File: src/rtl/led_sequencer.sv
// rtl/led_sequencer.sv - memory-mapped LED PWM / pattern sequencer
//
// Purpose: drives one LED either as a plain PWM output or as a 32-bit serial
// pattern gated by PWM. A small register window on a valid/ready bus holds
// the control, prescale, pattern and duty settings plus a status word.
//
// Ports:
//   clk          sole clock, rising edge
//   reset        synchronous, active-high
//   iomem_valid  bus request
//   iomem_wstrb  byte write strobes, all zero = read
//   iomem_addr   byte address
//   iomem_wdata  write data
//   iomem_ready  one-cycle acknowledge
//   iomem_rdata  read data, zero whenever iomem_ready is low
//   led          registered LED drive
//
// Register map (byte offsets inside the 256-byte window):
//   0x00 CTRL      [0] EN, [1] MODE (1 = pattern), [2] LOOP
//   0x04 PRESCALE  [23:0], tick every PRESCALE+1 cycles
//   0x08 PATTERN   [31:0]
//   0x0C DUTY      [7:0]
//   0x10 STATUS    [0] BUSY, [1] DONE (write 1 to clear), [12:8] bit index
//   0x14-0xFC      read 0, writes ignored

module led_sequencer #(
    parameter logic [31:0] BASE_ADDR = 32'h0300_0100
) (
    input  logic        clk,
    input  logic        reset,
    input  logic        iomem_valid,
    input  logic [3:0]  iomem_wstrb,
    input  logic [31:0] iomem_addr,
    input  logic [31:0] iomem_wdata,
    output logic        iomem_ready,
    output logic [31:0] iomem_rdata,
    output logic        led
);

    typedef enum logic [1:0] {
        S_IDLE = 2'd0,
        S_RUN  = 2'd1,
        S_DONE = 2'd2
    } state_t;

    state_t      state_q, state_d;
    logic        en_q, en_d;
    logic        mode_q, mode_d;
    logic        loop_q, loop_d;
    logic [23:0] prescale_q, prescale_d;
    logic [31:0] pattern_q, pattern_d;
    logic [7:0]  duty_q, duty_d;
    logic        done_q, done_d;
    logic [23:0] presc_cnt_q, presc_cnt_d;
    logic [4:0]  idx_q, idx_d;
    logic [7:0]  pwm_q, pwm_d;
    logic [31:0] shift_q, shift_d;
    logic        led_q, led_d;
    logic        ready_q, ready_d;
    logic [31:0] rdata_q, rdata_d;

    logic        sel;
    logic        access;
    logic        wr;
    logic [5:0]  word_off;
    logic        tick;
    logic        pwm_on;
    logic        bit_on;
    logic [31:0] rd_word;

    always_comb begin
        sel      = (iomem_addr[31:8] == BASE_ADDR[31:8]);
        // A new access starts only while no acknowledge is in flight, so a
        // master holding valid across ready never gets a double commit.
        access   = iomem_valid & sel & ~ready_q;
        wr       = access & (|iomem_wstrb);
        word_off = iomem_addr[7:2];

        case (word_off)
            6'h00:   rd_word = {29'd0, loop_q, mode_q, en_q};
            6'h01:   rd_word = {8'd0, prescale_q};
            6'h02:   rd_word = pattern_q;
            6'h03:   rd_word = {24'd0, duty_q};
            6'h04:   rd_word = {19'd0, idx_q, 6'd0, done_q, (state_q == S_RUN)};
            default: rd_word = 32'd0;
        endcase

        state_d     = state_q;
        en_d        = en_q;
        mode_d      = mode_q;
        loop_d      = loop_q;
        prescale_d  = prescale_q;
        pattern_d   = pattern_q;
        duty_d      = duty_q;
        done_d      = done_q;
        presc_cnt_d = presc_cnt_q;
        idx_d       = idx_q;
        pwm_d       = pwm_q;
        shift_d     = shift_q;

        ready_d = access;
        rdata_d = (access && !wr) ? rd_word : 32'd0;

        pwm_on = (pwm_q < duty_q);
        bit_on = mode_q ? shift_q[idx_q] : 1'b1;
        led_d  = (state_q == S_RUN) & pwm_on & bit_on;

        // Compare with >= so a PRESCALE lowered below the running count
        // ticks immediately instead of wrapping through 2^24.
        tick = (presc_cnt_q >= prescale_q);

        if (state_q == S_RUN) begin
            pwm_d = pwm_q + 8'd1;
            if (tick) begin
                presc_cnt_d = 24'd0;
                if (idx_q == 5'd31) begin
                    idx_d = 5'd0;
                    if (loop_q) begin
                        shift_d = pattern_q;
                    end else begin
                        state_d = S_DONE;
                        done_d  = 1'b1;
                        en_d    = 1'b0;
                    end
                end else begin
                    idx_d = idx_q + 5'd1;
                end
            end else begin
                presc_cnt_d = presc_cnt_q + 24'd1;
            end
        end

        // Register writes come last so a CTRL write overrides a coinciding tick.
        if (wr) begin
            case (word_off)
                6'h00: begin
                    if (iomem_wstrb[0]) begin
                        en_d   = iomem_wdata[0];
                        mode_d = iomem_wdata[1];
                        loop_d = iomem_wdata[2];
                        if (iomem_wdata[0]) begin
                            state_d     = S_RUN;
                            presc_cnt_d = 24'd0;
                            idx_d       = 5'd0;
                            pwm_d       = 8'd0;
                            done_d      = 1'b0;
                            shift_d     = pattern_q;
                        end else begin
                            state_d = S_IDLE;
                        end
                    end
                end
                6'h01: begin
                    for (int i = 0; i < 3; i++) begin
                        if (iomem_wstrb[i]) prescale_d[8*i +: 8] = iomem_wdata[8*i +: 8];
                    end
                end
                6'h02: begin
                    for (int i = 0; i < 4; i++) begin
                        if (iomem_wstrb[i]) pattern_d[8*i +: 8] = iomem_wdata[8*i +: 8];
                    end
                end
                6'h03: begin
                    if (iomem_wstrb[0]) duty_d = iomem_wdata[7:0];
                end
                6'h04: begin
                    if (iomem_wstrb[0] && iomem_wdata[1]) done_d = 1'b0;
                end
                default: ;
            endcase
        end
    end

    always_ff @(posedge clk) begin
        if (reset) begin
            state_q     <= S_IDLE;
            en_q        <= 1'b0;
            mode_q      <= 1'b0;
            loop_q      <= 1'b0;
            prescale_q  <= 24'd0;
            pattern_q   <= 32'd0;
            duty_q      <= 8'd0;
            done_q      <= 1'b0;
            presc_cnt_q <= 24'd0;
            idx_q       <= 5'd0;
            pwm_q       <= 8'd0;
            shift_q     <= 32'd0;
            led_q       <= 1'b0;
            ready_q     <= 1'b0;
            rdata_q     <= 32'd0;
        end else begin
            state_q     <= state_d;
            en_q        <= en_d;
            mode_q      <= mode_d;
            loop_q      <= loop_d;
            prescale_q  <= prescale_d;
            pattern_q   <= pattern_d;
            duty_q      <= duty_d;
            done_q      <= done_d;
            presc_cnt_q <= presc_cnt_d;
            idx_q       <= idx_d;
            pwm_q       <= pwm_d;
            shift_q     <= shift_d;
            led_q       <= led_d;
            ready_q     <= ready_d;
            rdata_q     <= rdata_d;
        end
    end

    assign iomem_ready = ready_q;
    assign iomem_rdata = rdata_q;
    assign led         = led_q;

endmodule

File: config.mk
export PLATFORM = sky130hd
export DESIGN_NAME = led_sequencer
export DESIGN_NICKNAME = d
export VERILOG_FILES = /design/src/rtl/led_sequencer.sv
export SDC_FILE = /design/constraint.sdc
export NUM_CORES = 1
export LEC_CHECK = 0
export CAP_MARGIN = 25
export CORE_MARGIN = 3
export CORE_UTILIZATION = 47
export CTS_BUF_LIST = sky130_fd_sc_hd__clkbuf_8
export DETAILED_ROUTE_END_ITERATION = 10
export HOLD_SLACK_MARGIN = 0.1
export PLACE_DENSITY = 0.72
export SLEW_MARGIN = 20
export SYNTH_ARGS = -nofsm -noshare
export SYNTH_HDL_FRONTEND = slang
export SYNTH_SLANG_ARGS = --single-unit
File: constraint.sdc
create_clock -name clk -period 2.5 [get_ports clk]
set_clock_uncertainty 0.2 [all_clocks]
set_input_delay 0.5 -clock clk [delete_from_list [all_inputs] [get_ports clk]]
set_output_delay 0.5 -clock clk [all_outputs]
set_load 0.01 [all_outputs]
# Yosys cells after proc, flatten, opt, wreduce, memory -nomap -nowiden
# Index checks and enable logic that the tools add are counted.
# W data, S select, Z words.
totals:
  output_inout_bits: 34
  inputBits: 71
  elab_cells: 109
  regBits: 173
op_classes:
  eq_ne: 7
  n_addsub: 3
  magnitude_cmp: 3
  n_bitwise: 7
  mux: 54
  n_reduce_logical: 15
op_table:
  columns: ["operator", "count"]
  rows:
  - ["$mux W32", 8]
  - ["$pmux W32 S5", 1]
  - ["$mux W24", 6]
  - ["$mux W8", 5]
  - ["$mux W5", 7]
  - ["$reduce_and A3 Y1", 9]
  - ["$add A24 B1 Y24 const B", 1]
  - ["$eq A24 B18 Y1 const B", 1]
  - ["$ge A24 B24 Y1", 1]
  - ["$mux W1", 18]
  - ["$mux W2", 7]
  - ["$eq A6 B2 Y1 const B", 2]
  - ["$add A8 B1 Y8 const B", 1]
  - ["$lt A8 B8 Y1", 1]
  - ["$eq A6 B1 Y1 const B", 1]
  - ["$eq A6 B3 Y1 const B", 1]
  - ["$logic_not A6 Y1", 1]
  - ["$lt A5 B6 Y1 const B", 1]
  - ["$add A5 B1 Y5 const B", 1]
  - ["$and A1 B1 Y1", 5]
  - ["$bmux W1 S5", 1]
  - ["$eq A5 B5 Y1 const B", 1]
  - ["$reduce_or A4 Y1", 1]
  - ["$eq A2 B1 Y1 const B", 1]
  - ["5 further kinds", 7]

# Depth between registers and ports, before layout
# Gate-level depths: netlist of the first run.
logic_depth:
  depth_word: 8
  mapped_depth: 11

# Worst setup path before layout of the first run
# No wires, ideal clock.
synth_path:
  kind: "flip-flop to flip-flop"
  from: "reg prescale_q[21]"
  to: "reg shift_q[10]"
  synth_period_minus_slack_ns: 2.467
  setup_time_ns: 0.118
  path_stages_with_launch: 12
  path_slack_ns: 0.033
  arrival_ns: 2.149
  path_cell_list: "dfxtp_1 inv_1 ha_1 nand4_1 nor4_2 o211ai_1 o211a_1 buf_6 o21a_1 buf_6 buf_12 mux2i_1"
synth_via:
  elab_chain_cells: 7
synth_rtl:
  columns: ["element", "line_no", "source"]
  rows:
  - ["start: declaration", "50", "logic [23:0] prescale_q, prescale_d;"]
  - ["start signal: assignment", "196", "prescale_q <= prescale_d;"]
  - ["$ge A24 B24 Y1 *", "110", "tick = (presc_cnt_q >= prescale_q);"]
  - ["$mux W32 *", "114", "if (tick) begin"]
  - ["$mux W32 *", "112", "if (state_q == S_RUN) begin"]
  - ["$mux W32", "141", "if (iomem_wdata[0]) begin"]
  - ["$mux W32", "137", "if (iomem_wstrb[0]) begin"]
  - ["$mux W32", "135", "case (word_off)"]
  - ["$mux W32 *", "134", "if (wr) begin"]
  - ["end signal: assignment", "203", "shift_q <= shift_d;"]
  - ["end: declaration", "57", "logic [31:0] shift_q, shift_d;"]
# Mark *: on every way between the ends. The rest lies on a longest branch, timed or not.
# A chain may end at the register's enable or synchronous reset.

# Final worst setup path of the first run
layout_path:
  from: "reg prescale_q[17]"
  to: "reg idx_q[0]"
layout_via:
  elab_chain_cells: 7
layout_rtl:
  columns: ["element", "line_no", "source"]
  rows:
  - ["$ge A24 B24 Y1 *", "110", null]
  - ["$mux W5 *", "114", null]
  - ["$mux W5 *", "112", null]
  - ["$mux W5", "141", null]
  - ["$mux W5", "137", null]
  - ["$mux W5", "135", null]
  - ["$mux W5 *", "134", null]
  - ["end signal: assignment", "201", "idx_q <= idx_d;"]
  - ["end: declaration", "55", "logic [4:0] idx_q, idx_d;"]
# Marks and branches as above.

==> results.json, run 1 <==
{
  "gp_congestion": 0.825,
  "crit_fanout": 6,
  "drt_pre_antenna_iters": 5,
  "peakVddDrop_mv": 0.273,
  "ys_seq_area_share_pct": 42.8,
  "num_rows": 47,
  "max_freq_mhz": 373,
  "hp-class": "flip-flop to flip-flop",
  "drive_above_1_share_pct": 18.5,
  "diodes": 0,
  "postLayoutSetupSlackWorst_ns": -0.182,
  "cts_hold_buf": 0,
  "synth_warnings": 0,
  "crit_path_end_kind": "flip-flop",
  "slew_violations": 0,
  "synth_top_area_share_pct": 42.8,
  "multi_input_area_um2": 4410,
  "routed_wl_mm": 20.0,
  "ys_seq_elements": 173,
  "register_area_um2": 3480,
  "setup_viol": 59,
  "detail-route-antenna-nets": 0,
  "critPathKind": "flip-flop to flip-flop",
  "chipWidth_um": 137,
  "die-area_um2": 18800,
  "syn-num-nets": 959,
  "h-tree-depth": 4,
  "grtUsageTotal_pct": 21.5,
  "final_cell_area_um2": 10700,
  "clkLatencyLatePin_ns": 0.45,
  "cts_buffer_depth": 2,
  "crit_arrival_ns": 2.88,
  "drc": 0,
  "required_ns": 2.69,
  "placement.io_buffers": 102,
  "clock-sinks": 173,
  "viasPerCell": 5.23,
  "crit_chain": "inv_2 -> ha_4 -> nand4_1 -> nor4_4 -> o211ai_1 -> o211a_4 -> buf_6 -> or4_4 -> a21oi_2",
  "whs_ns": 0.265,
  "avgSynthCellArea_um2": 9.48,
  "dp_hpwl_mm": 14.3,
  "cts_buffers": 17,
  "async_reset_ff_share_pct": 0,
  "ys_top_cells_by_count": "173 x dfxtp_1, 128 x nor2_1, 103 x mux2i_1, 69 x nand2b_1, 36 x inv_1",
  "slew_headroom_pct": 69.3,
  "wl_per_cell_um": 16.0,
  "coreArea_um2": 16700,
  "synth_top_area_cell": "dfxtp_1",
  "synth_cell_type_count": 48,
  "area_delta_synth_final_pct": 32.0,
  "antenna_found_initial": 0,
  "io_pins": 105,
  "grt_start_max_net_pins": 102,
  "root_buffer": "clkbuf_8",
  "synthTopCellsByArea": "dfxtp_1 43%, mux2i_1 13%, nor2_1 5.9%",
  "period_needed_ns": 2.68,
  "worst_pin_slew_ns": 0.449,
  "p_leak_nw": 4.03,
  "grt_pass1_wl_mm": 31.7,
  "outcome": "finished, violations left",
  "p_per_area_nw_per_um2": 454,
  "synth_ff_type": "dfxtp_1",
  "synth_edf_count": 0,
  "fill_cells": 1371,
  "start_util_pct": 48.4,
  "grt_pass1_vias": 6218,
  "finalCritPeriodShare_pct": 107,
  "drt_iter0_markers": 457,
  "maxCapViolCount": 0,
  "grt_overflow": 0,
  "startpoint_type": "flip-flop",
  "max_stage_delay_ns": 0.42,
  "syn_inst": 853,
  "cpMaxStageDelayCell": "or4_4",
  "yosysMostFrequentCell": "dfxtp_1",
  "dpl-instance-area_um2": 9940,
  "power_mw": 4.85,
  "fin_nets": 1126,
  "vias": 6549,
  "cts_tree": "done",
  "syn-cell-area_um2": 8080,
  "grt_setup_unrepaired": "yes",
  "violations": "setup timing",
  "die_h_um": 137,
  "clkTransAtPathRegs_ns": 0.09,
  "hold_violations": 0
}
[kinds of logic after synthesis]
kind of cell | Yosys count | share of synthesized area (%)
simple gates | 326 | 20.4
buf+inv | 88 | 5.20
flops | 173 | 42.8
fa+ha+maj | 35 | 5.42
xor+xnor | 24 | 2.60
mux | 118 | 16.2
compound gates | 89 | 7.34
[where the power goes]
part / total, mW / internal (mW) / switching (mW)
registers: 2.75 / 2.75 / 0.000000000845
clock network: 1.87 / 0.795 / 1.07
logic: 0.230 / 0.137 / 0.0929
total: 4.85 / 3.68 / 1.16
[metrics by stage]
stage	TNS, ns	instances	util [%]	setup slack, ns
floorplan	0	853	-	0.0327
global placement	-37.27	1212	59.5	-0.364
detailed placement	-44.45	1212	59.5	-0.437
CTS	-0.354	1250	62.9	-0.0726
global route	-11.65	1253	63.9	-0.286
finish	-5.40	1253	63.9	-0.182
[sequential cells by signal (all words and copies together) (netlist names)]
| name | flops |
|---|---|
| shift_q | 32 |
| pattern_q | 32 |
| presc_cnt_q | 24 |
| mode_q | 1 |
| en_q | 1 |
| pwm_q | 8 |
| prescale_q | 24 |
| done_q | 1 |
| loop_q | 1 |
| iomem_rdata | 32 |
| led | 1 |
| idx_q | 5 |
| iomem_ready | 1 |
| duty_q | 8 |
| state_q | 2 |
[path summary, 6_finish.rpt]
check / startpoint / endpoint / slack (ns) / depth (start not counted)
hold reg to reg: done_q$_SDFF_PP0_ / iomem_rdata[1]$_SDFF_PP0_ / 0.26 / 2
setup reg to reg: prescale_q[17]$_SDFFE_PP0P_ / idx_q[0]$_SDFF_PP0_ / -0.18 / 9
setup / recovery: prescale_q[17]$_SDFFE_PP0P_ / idx_q[0]$_SDFF_PP0_ / -0.18 / 9
hold / removal: done_q$_SDFF_PP0_ / iomem_rdata[1]$_SDFF_PP0_ / 0.26 / 2
[layout make-up]
cell class	count	share of cell area, %
clock buffers	20	2.58
clock inverters	12	0.961
inverters	36	1.27
multi-input cells	592	41.4
flip-flops and latches	173	32.6
well taps	220	2.58
repair buffers	200	18.7
[metal layers]
layer	GRT usage, %	share of wire, %	vias up	wire length (um)
met4	5.54	0.86	0	173
met1	29.2	47	3134	9370
met2	35.1	49	113	9840
met5	0	0	-	0
li1	-	-	3288	-
met3	4.12	3.3	14	651
[layout by cell type, fill, tap and decap left out, drive strengths merged, types with 13 or more instances in the layout]
master	netlist	layout
a22oi	22	22
and3	15	15
inv	36	41
xnor2	13	13
nor2	128	128
ha	35	35
nand2b	69	69
nand2	32	32
clkdlybuf4s50	0	101
a21oi	24	24
buf	26	97
mux2i	103	103
clkbuf	26	22
nand3	18	18
dfxtp	173	173
[critical path, delay by kind of cell, from the launching register on]
kind,cells,cell delay [ns]
AOI/OAI and AO/OA,3,0.66
DFF,1,0.38
buffers and inverters,2,0.20
and+or+nand+nor,3,0.93
adders and majority gates,1,0.26
[timing repair]
action | 4_1_cts | 5_1_grt
cloned | 1 | 2
endpoints found under the setup margin | 47 | 73
setup buffers | 5 | 2
pin swaps | 23 | 18
gates resized for setup | 26 | 26
(Power assumes the default switching activity.)
==> run 2: changes to the inputs <==
CORE_ASPECT_RATIO = 1.25   (was default)
SETUP_SLACK_MARGIN = 0.3   (was default)
==> run 2 against run 1 <==
  * The flow still finishes with violations (setup timing)
  * Sequential power about the same
  * Non-clock buffer count rose by 13
  * Global-route usage up 0.54 points
  * Final cell count rose by 1.0%
  * Flip-flop and latch count unchanged
  * Hold slack lost 0.040 ns
  * Design area grew 4.5%
  * Worst setup slack lost 0.061 ns
  * Via count increased by 4.1%
  * First-iteration DRC count up 15%
  * Critical endpoint is now state_q[0]$_SDFF_PP0_
==> results.json, run 2 (synthesis results as in run 1) <==
{
  "outcome": "finished, violations left",
  "violations": "setup timing",
  "peakVddDrop_mv": 0.287,
  "drt_pre_antenna_iters": 5,
  "critPathKind": "flip-flop to flip-flop",
  "gp_congestion": 0.841,
  "hp-class": "primary input to flip-flop",
  "drive_above_1_share_pct": 25.4,
  "place_ws_ns": -0.413,
  "crit_fanout": 3,
  "max_stage_delay_ns": 0.38,
  "crit_path_end_kind": "flip-flop",
  "grt_pass1_wl_mm": 32.9,
  "crit_buf_inv": 3,
  "finalCritPeriodShare_pct": 110,
  "grt_setup_unrepaired": "yes",
  "antenna_found_initial": 0,
  "required_ns": 2.66,
  "crit_family": "compound AO/OA/AOI/OAI gates",
  "detail-route-antenna-nets": 0,
  "slew_violations": 0,
  "grt_start_max_net_pins": 74,
  "viasPerCell": 5.38,
  "clock-sinks": 173,
  "r2r_slack_ns": -0.24,
  "crit_arrival_ns": 2.91,
  "maxCapViolCount": 0,
  "fin_nets": 1139,
  "dpl-instance-area_um2": 9960,
  "drc": 0,
  "crit_chain": "inv_2 -> ha_4 -> nand4_1 -> nor4_4 -> o211ai_1 -> o211a_1 -> buf_4 -> buf_6 -> o311ai_4 -> a21oi_1",
  "wl_per_cell_um": 17.4,
  "io_pins": 105,
  "cts_buffer_depth": 2,
  "placement.io_buffers": 102,
  "power_mw": 4.95,
  "cts_buffers": 17,
  "grt_pass1_vias": 6557,
  "whs_ns": 0.225,
  "clkTransAtPathRegs_ns": 0.10,
  "postLayoutSetupSlackWorst_ns": -0.243,
  "root_buffer": "clkbuf_8",
  "fill_cells": 1309,
  "grtUsageTotal_pct": 22.0,
  "routed_wl_mm": 22.0,
  "cpMaxStageDelayCell": "dfxtp_2",
  "area_delta_synth_final_pct": 37.9,
  "setup_viol": 65,
  "register_area_um2": 3490,
  "period_needed_ns": 2.74,
  "diodes": 0,
  "chipWidth_um": 123,
  "grt_overflow": 0,
  "worst_pin_slew_ns": 0.615,
  "final_cell_area_um2": 11200,
  "start_util_pct": 48.0,
  "hold_violations": 0,
  "final_common_cell": "dfxtp_1",
  "startpoint_type": "flip-flop",
  "layout_common_cells": "153 x dfxtp_1, 113 x nor2_1, 98 x mux2i_1",
  "dp_hpwl_mm": 14.8,
  "clkLatencyLatePin_ns": 0.48,
  "die_h_um": 153,
  "vias": 6816,
  "max_freq_mhz": 365,
  "num_rows": 53,
  "p_leak_nw": 4.25,
  "p_per_area_nw_per_um2": 444,
  "die-area_um2": 18800,
  "slew_headroom_pct": 59.0,
  "h-tree-depth": 4,
  "coreArea_um2": 16800,
  "multi_input_area_um2": 4750,
  "cts_tree": "done",
  "drt_iter0_markers": 525
}
## run 2: final timing paths
| check | start | end | depth (start not counted) |
|---|---|---|---|
| worst max register to register | prescale_q[22]$_SDFFE_PP0P_ | state_q[0]$_SDFF_PP0_ | 10 |
| worst max-delay path | prescale_q[22]$_SDFFE_PP0P_ | state_q[0]$_SDFF_PP0_ | 10 |
| worst min register to register | shift_q[19]$_SDFF_PP0_ | shift_q[19]$_SDFF_PP0_ | 2 |
| worst min-delay path | iomem_addr[15] | iomem_ready$_SDFF_PP0_ | 4 |
## run 2: cell type report
type / count / share of cell area (%)
sequential: 173 / 31.3
tap: 220 / 2.47
timing repair buffer: 213 / 19.0
clock inverter: 12 / 0.987
clock buffer: 20 / 2.47
multi-input combinational: 592 / 42.6
inverter: 36 / 1.21
## run 2: worst reg2reg max path, cell delays in order, from the launching register on
cell and delay (ns):
dfxtp_2 0.38, inv_2 0.06, ha_4 0.26, nand4_1 0.16
nor4_4 0.38, o211ai_1 0.18, o211a_1 0.34, buf_4 0.17
buf_6 0.12, o311ai_4 0.26, a21oi_1 0.12
## run 2: routing by layer
metal  global-route usage, %  vias to the layer above  share of wire, %
li1                        -                     3306                 -
met1                    28.3                     3290                43
met3                    4.01                       50               3.7
met4                    7.76                        0               2.6
met5                       0                        -                 0
met2                    36.8                      170                51
## run 2: timing repair
action | in CTS | in global routing
endpoints found under the hold margin | 1 | 0
setup buffers | 6 | 9
resized for setup | 71 | 84
endpoints found under the setup margin | 116 | 165
gates cloned | 1 | 3
pin swaps | 32 | 40
hold buffers | 1 | 0
## run 2: per-stage QoR
step	cells	utilization, %	setup TNS (ns)
3_3_place_gp	1214	59.1	-36.43
2_1_floorplan	853	-	0
3_5_place_dp	1214	59.1	-41.83
4_1_cts	1254	63.3	-0.218
6_report	1266	66.2	-10.48
5_1_grt	1266	66.2	-14.60
## run 2: report_power, final
part | internal (mW) | leakage [nW] | switching, mW
clock network | 0.876 | 0.200 | 1.06
logic | 0.149 | 2.65 | 0.114
registers | 2.75 | 1.40 | 0.00000000102
